[config.mk]
export PLATFORM = sky130hd
export DESIGN_NAME = wave_capture_flat
export DESIGN_NICKNAME = d
export VERILOG_FILES = /design/src/rtl/wave_pkg.sv /design/src/rtl/wave_capture_if.sv /design/src/rtl/dff.sv /design/src/rtl/wave_capture.sv /design/src/flat_wrapper.sv
export SDC_FILE = /design/constraint.sdc
export NUM_CORES = 1
export LEC_CHECK = 0
export ABC_CLOCK_PERIOD_IN_PS = 1800
export CAP_MARGIN = 15
export CORE_UTILIZATION = 45
export DETAILED_ROUTE_END_ITERATION = 16
export PLACE_DENSITY = 0.84
export SLEW_MARGIN = 10
export SYNTH_ARGS = -nofsm -noshare
export SYNTH_HDL_FRONTEND = slang
export SYNTH_SLANG_ARGS = --single-unit
[constraint.sdc]
create_clock -name clk -period 1.8 [get_ports clk]
set_clock_uncertainty 0.2 [all_clocks]
set_input_delay 0.36 -clock clk [delete_from_list [all_inputs] [get_ports clk]]
set_output_delay 0.36 -clock clk [all_outputs]
set_load 0.1 [all_outputs]
[src/rtl/wave_pkg.sv]
// Definitions shared by the wave capture block and the wave display.
package wave_pkg;

  typedef logic [1:0] wc_state_t;

  localparam wc_state_t WC_ARMED  = 2'd0;
  localparam wc_state_t WC_ACTIVE = 2'd1;
  localparam wc_state_t WC_WAIT   = 2'd2;

  localparam int unsigned WAVE_DEPTH_LOG2  = 8;
  localparam int unsigned WAVE_PIXEL_WIDTH = 8;

endpackage

[src/rtl/wave_capture_if.sv]
// Sample input, display handshake and RAM write port of the wave capture block.
interface wave_capture_if #(
  parameter int unsigned SAMPLE_WIDTH = 16,
  parameter int unsigned DEPTH_LOG2   = 8
);
  import wave_pkg::*;

  logic                        new_sample_ready;
  logic [SAMPLE_WIDTH-1:0]     new_sample_in;
  logic                        wave_display_idle;
  logic [DEPTH_LOG2:0]         write_address;
  logic                        write_enable;
  logic [WAVE_PIXEL_WIDTH-1:0] write_sample;
  logic                        read_index;

  // Capture block side.
  modport master (
    input  new_sample_ready,
    input  new_sample_in,
    input  wave_display_idle,
    output write_address,
    output write_enable,
    output write_sample,
    output read_index
  );

  // Sample source / display / RAM side.
  modport slave (
    output new_sample_ready,
    output new_sample_in,
    output wave_display_idle,
    input  write_address,
    input  write_enable,
    input  write_sample,
    input  read_index
  );

endinterface

[src/rtl/dff.sv]
// Register cell with synchronous active-high reset to a parameterised value.
module dff #(
  parameter int unsigned      Width    = 1,
  parameter logic [Width-1:0] ResetVal = '0
) (
  input  logic             clk,
  input  logic             reset,
  input  logic [Width-1:0] d_i,
  output logic [Width-1:0] q_o
);

  always_ff @(posedge clk) begin
    if (reset) begin
      q_o <= ResetVal;
    end else begin
      q_o <= d_i;
    end
  end

endmodule

[src/rtl/wave_capture.sv]
// Captures one window of samples, starting at a positive-going zero crossing, into the
// back half of a double-buffered display RAM, then swaps halves once the display is idle.
module wave_capture
  import wave_pkg::*;
#(
  parameter int unsigned SAMPLE_WIDTH = 16,
  parameter int unsigned DEPTH_LOG2   = WAVE_DEPTH_LOG2
) (
  input logic            clk,
  input logic            reset,
  wave_capture_if.master bus
);

  localparam int unsigned PixW  = WAVE_PIXEL_WIDTH;
  localparam int unsigned AddrW = DEPTH_LOG2 + 1;

  wc_state_t             state_q, state_d;
  logic [DEPTH_LOG2-1:0] count_q, count_d;
  logic                  prev_msb_q, prev_msb_d;
  logic                  read_index_q, read_index_d;
  logic                  write_enable_q, write_enable_d;
  logic [AddrW-1:0]      write_address_q, write_address_d;
  logic [PixW-1:0]       write_sample_q, write_sample_d;

  logic            sample_msb;
  logic            crossing;
  logic            last_index;
  logic [PixW-1:0] pixel;
  logic            unused_low_bits;

  assign sample_msb = bus.new_sample_in[SAMPLE_WIDTH-1];
  assign crossing   = bus.new_sample_ready & prev_msb_q & ~sample_msb;
  assign last_index = (count_q == {DEPTH_LOG2{1'b1}});
  // Offset binary: flip the sign bit of the top pixel-width bits.
  assign pixel      = {~sample_msb, bus.new_sample_in[SAMPLE_WIDTH-2 -: PixW-1]};
  assign unused_low_bits = ^bus.new_sample_in[SAMPLE_WIDTH-PixW-1:0];

  always_comb begin
    state_d         = state_q;
    count_d         = count_q;
    read_index_d    = read_index_q;
    prev_msb_d      = bus.new_sample_ready ? sample_msb : prev_msb_q;
    write_enable_d  = 1'b0;
    write_address_d = write_address_q;
    write_sample_d  = write_sample_q;

    case (state_q)
      WC_ARMED: begin
        if (crossing) begin
          write_enable_d  = 1'b1;
          write_address_d = {~read_index_q, count_q};
          write_sample_d  = pixel;
          count_d         = DEPTH_LOG2'(1);
          state_d         = WC_ACTIVE;
        end
      end
      WC_ACTIVE: begin
        if (bus.new_sample_ready) begin
          write_enable_d  = 1'b1;
          write_address_d = {~read_index_q, count_q};
          write_sample_d  = pixel;
          count_d         = count_q + 1'b1;
          if (last_index) begin
            state_d = WC_WAIT;
          end
        end
      end
      WC_WAIT: begin
        // Any pulse arriving here is dropped, even one coinciding with the swap.
        if (bus.wave_display_idle) begin
          read_index_d = ~read_index_q;
          state_d      = WC_ARMED;
        end
      end
      default: begin
        state_d = WC_ARMED;
        count_d = '0;
      end
    endcase
  end

  dff #(.Width(2), .ResetVal(WC_ARMED)) u_state (
    .clk   (clk),
    .reset (reset),
    .d_i   (state_d),
    .q_o   (state_q)
  );

  dff #(.Width(DEPTH_LOG2)) u_count (
    .clk   (clk),
    .reset (reset),
    .d_i   (count_d),
    .q_o   (count_q)
  );

  dff #(.Width(1)) u_prev_msb (
    .clk   (clk),
    .reset (reset),
    .d_i   (prev_msb_d),
    .q_o   (prev_msb_q)
  );

  dff #(.Width(1)) u_read_index (
    .clk   (clk),
    .reset (reset),
    .d_i   (read_index_d),
    .q_o   (read_index_q)
  );

  dff #(.Width(1)) u_write_enable (
    .clk   (clk),
    .reset (reset),
    .d_i   (write_enable_d),
    .q_o   (write_enable_q)
  );

  dff #(.Width(AddrW)) u_write_address (
    .clk   (clk),
    .reset (reset),
    .d_i   (write_address_d),
    .q_o   (write_address_q)
  );

  dff #(.Width(PixW)) u_write_sample (
    .clk   (clk),
    .reset (reset),
    .d_i   (write_sample_d),
    .q_o   (write_sample_q)
  );

  assign bus.write_enable  = write_enable_q;
  assign bus.write_address = write_address_q;
  assign bus.write_sample  = write_sample_q;
  assign bus.read_index    = read_index_q;

endmodule

[src/flat_wrapper.sv]
// flat-port wrapper written by rule: the top's interface ports become plain ports
module wave_capture_flat import wave_pkg::*;
#(
  parameter int unsigned SAMPLE_WIDTH = 16,
  parameter int unsigned DEPTH_LOG2   = WAVE_DEPTH_LOG2
)
  (clk, reset, bus_new_sample_ready, bus_new_sample_in, bus_wave_display_idle, bus_write_address, bus_write_enable, bus_write_sample, bus_read_index);
  wave_capture_if #(.SAMPLE_WIDTH(SAMPLE_WIDTH), .DEPTH_LOG2(DEPTH_LOG2)) bus_i ();
  input logic clk;
  input logic reset;
  input wire logic [$bits(bus_i.new_sample_ready)-1:0] bus_new_sample_ready;
  input wire logic [$bits(bus_i.new_sample_in)-1:0] bus_new_sample_in;
  input wire logic [$bits(bus_i.wave_display_idle)-1:0] bus_wave_display_idle;
  output wire logic [$bits(bus_i.write_address)-1:0] bus_write_address;
  output wire logic [$bits(bus_i.write_enable)-1:0] bus_write_enable;
  output wire logic [$bits(bus_i.write_sample)-1:0] bus_write_sample;
  output wire logic [$bits(bus_i.read_index)-1:0] bus_read_index;
  assign bus_i.new_sample_ready = bus_new_sample_ready;
  assign bus_i.new_sample_in = bus_new_sample_in;
  assign bus_i.wave_display_idle = bus_wave_display_idle;
  assign bus_write_address = bus_i.write_address;
  assign bus_write_enable = bus_i.write_enable;
  assign bus_write_sample = bus_i.write_sample;
  assign bus_read_index = bus_i.read_index;
  wave_capture #(.SAMPLE_WIDTH(SAMPLE_WIDTH), .DEPTH_LOG2(DEPTH_LOG2)) u_core (.clk(clk), .reset(reset), .bus(bus_i));
endmodule
==> out/metrics.csv <==
metric;value;unit
maxSlewViolCount;0;
numCtsBuffers;5;
start_util;48.4;%
max_slew_margin;82.8;%
yosysWarnings;0;
drive_above_1_share;24.1;%
cts_tree;yes;
clkPwrFrac;31.1;%
fillers;178;
vias_per_cell;5.24;
port_buffers;30;
p_sw_share;25.5;%
max_freq;576;MHz
critPathLaunchType;primary input;
seqCellArea;601;µm²
nNetsFinal;209;
die_area;0.00290;mm²
die_h;53.9;µm
antenna_left;0;
clk_path_buf_depth;2;
dp_cells;211;
first_iter_violations;11;
final_cell_mix;30 x nand2_1, 30 x dfxtp_1, 19 x a21oi_1, 19 x buf_12, 15 x buf_4;
cts_setup_buffers;0;
vdd.ir_drop.worst;0.622;mV
synth_cell_types;33;
synth.net_count;164;
h-tree-depth;2;
diodes;0;
internal_power;920;µW
setup_ws;0.0640;ns
cp.arrival;1.79;ns
grt_max_degree;25;
worstHoldPathCells;2;
cts-root-buf;clkbuf_4;
dr.pass1.iters;4;
final_util;74.9;%
path_clk_slew;0.08;ns
p_leak;0.683;nW
setup_violations;0;
core_area;0.00250;mm²
io_pins;39;
instances_no_fill;217;
synth_top_area_share;49.6;%
cts_hold_buf;0;
synth_cells;143;
grt_overflow;0;
grt_first_pass_wirelength;4470;µm
grt.total_usage;21.9;%
total_power;1.24;mW
tightest_slew;0.257;ns
cts.sinks;30;
rsz0062_at_grt;no;
synth_top_area_cell;dfxtp_1;
hold_viol;0;
min_path_type;reg -> reg;
crit_path_end_kind;flip-flop;
worstSkewPairLatency;0.32;ns
drc;0;
synth-seq-cells;30;
post-route-period-util;96.4;%
fin_crit;1.74;ns
post_cts_resized;0;
power_frac_seq;55.4;%
synth-seq-area-share;49.6;%
max_cap_viol_count;0;
syn_to_final_growth;54.7;%
place.gp.congestion;0.737;
avgSynthCellArea;8.46;µm²
place_ws;-0.289;ns
combPwrFrac;13.6;%
outcome;finished clean;
pwr_density_cell;660;mW/mm²
synth_area;0.00121;mm²
multi_input_comb_area;568;µm²
wl_per_cell;12.5;µm
tns;0;ns
cp.required;1.86;ns
antenna_found_initial;0;
synth_area_leaders;dfxtp_1 50%, nand2_1 9.3%, a21oi_1 7.9%;
switching_power;315;µW
crit_type;in -> reg;
crit_fanout;4;
rows;18;
grt_pass1_vias;1080;
reg2regPathDepth;4;
wl;2720;µm
hpwl;2160;µm
die_width;53.9;µm
vias;1136;
-- through the flow --
stage / hold slack (ns) / instance area, µm²
after CTS: 0.287 / 1870
after detailed placement: 0.284 / 1820
final: 0.290 / 1870
after global placement: 0.268 / 1820
after global routing: 0.317 / 1870
after floorplan: 0.250 / 1210
-- metal layers --
layer | share of wire, % | wire length (µm) | GRT usage (%) | up-vias
li1 | - | - | - | 577
met5 | 0 | 0 | 0 | -
met3 | 3.5 | 94 | 5.93 | 5
met4 | 1.1 | 30 | 9.21 | 0
met2 | 55 | 1500 | 39.5 | 24
met1 | 40 | 1100 | 23.6 | 530
-- layout make-up --
class                   count  area share (%)
clock buffers               6            2.74
inverters                   3           0.602
multi-input cells         103            30.3
flip-flops and latches     30            32.1
well taps                  30            2.01
repair buffers             45            32.2
-- power groups by stage --
stage	sequential (mW)	clock [mW]	combinational, mW
4_1_cts	0.684	0.396	0.168
3_5_place_dp	0.700	0	0.168
2_1_floorplan	0.742	0	0.0438
5_1_grt	0.686	0.421	0.177
3_3_place_gp	0.699	0	0.163
6_report	0.684	0.384	0.167
-- critical path, stage by stage --
cell,delay [ns]
clkdlybuf4s50_1,0.46
nor3b_2,0.28
o2111ai_2,0.17
or3_1,0.39
a21oi_2,0.13
-- worst paths after layout --
| path | start | to | slack, ns |
|---|---|---|---|
| min reg2reg | u_core.u_count.q_o[7]$_SDFFE_PP0P_ | u_core.u_write_address.q_o[7]$_SDFFE_PP0P_ | 0.29 |
| min | u_core.u_count.q_o[7]$_SDFFE_PP0P_ | u_core.u_write_address.q_o[7]$_SDFFE_PP0P_ | 0.29 |
| max | bus_new_sample_in[15] | u_core.u_count.q_o[7]$_SDFFE_PP0P_ | 0.06 |
| max reg2reg | u_core.u_count.q_o[4]$_SDFFE_PP0P_ | u_core.u_count.q_o[7]$_SDFFE_PP0P_ | 0.17 |
-- flip-flops by register name, summed over array words and instances (netlist names) --
signal,count
u_core.u_write_address.q_o,9
u_core.u_state.q_o,2
u_core.u_write_sample.q_o,8
u_core.u_read_index.q_o,1
u_core.u_write_enable.q_o,1
u_core.u_count.q_o,8
u_core.u_prev_msb.q_o,1
-- kinds of logic after synthesis --
kind of cell / share of synthesized area (%)
XOR/XNOR: 2.90
buffers and inverters: 3.41
adder cells (fa/ha/maj): 1.03
AND/OR/NAND/NOR: 22.3
multiplexers: 0.827
AO/OA/AOI/OAI: 19.9
flip-flops: 49.6
-- cells in the mapped netlist (all sizes together) --
cell type  count
nand2         30
inv            3
a31oi          1
a211oi         2
mux2i          1
o211ai         3
clkbuf         3
nor2          13
o21ai          5
a311oi         1
nand3          3
or2            2
xor2           4
buf            4
o2111ai        1
dfxtp         30
nor3b          2
nand2b         2
and3           2
a21oi         21
nor3           1
a21o           1
or3            3
nor4           1
ha             1
o31ai          1
nand4          1
a22oi          1
No activity file was read; power rests on OpenSTA's default activity.
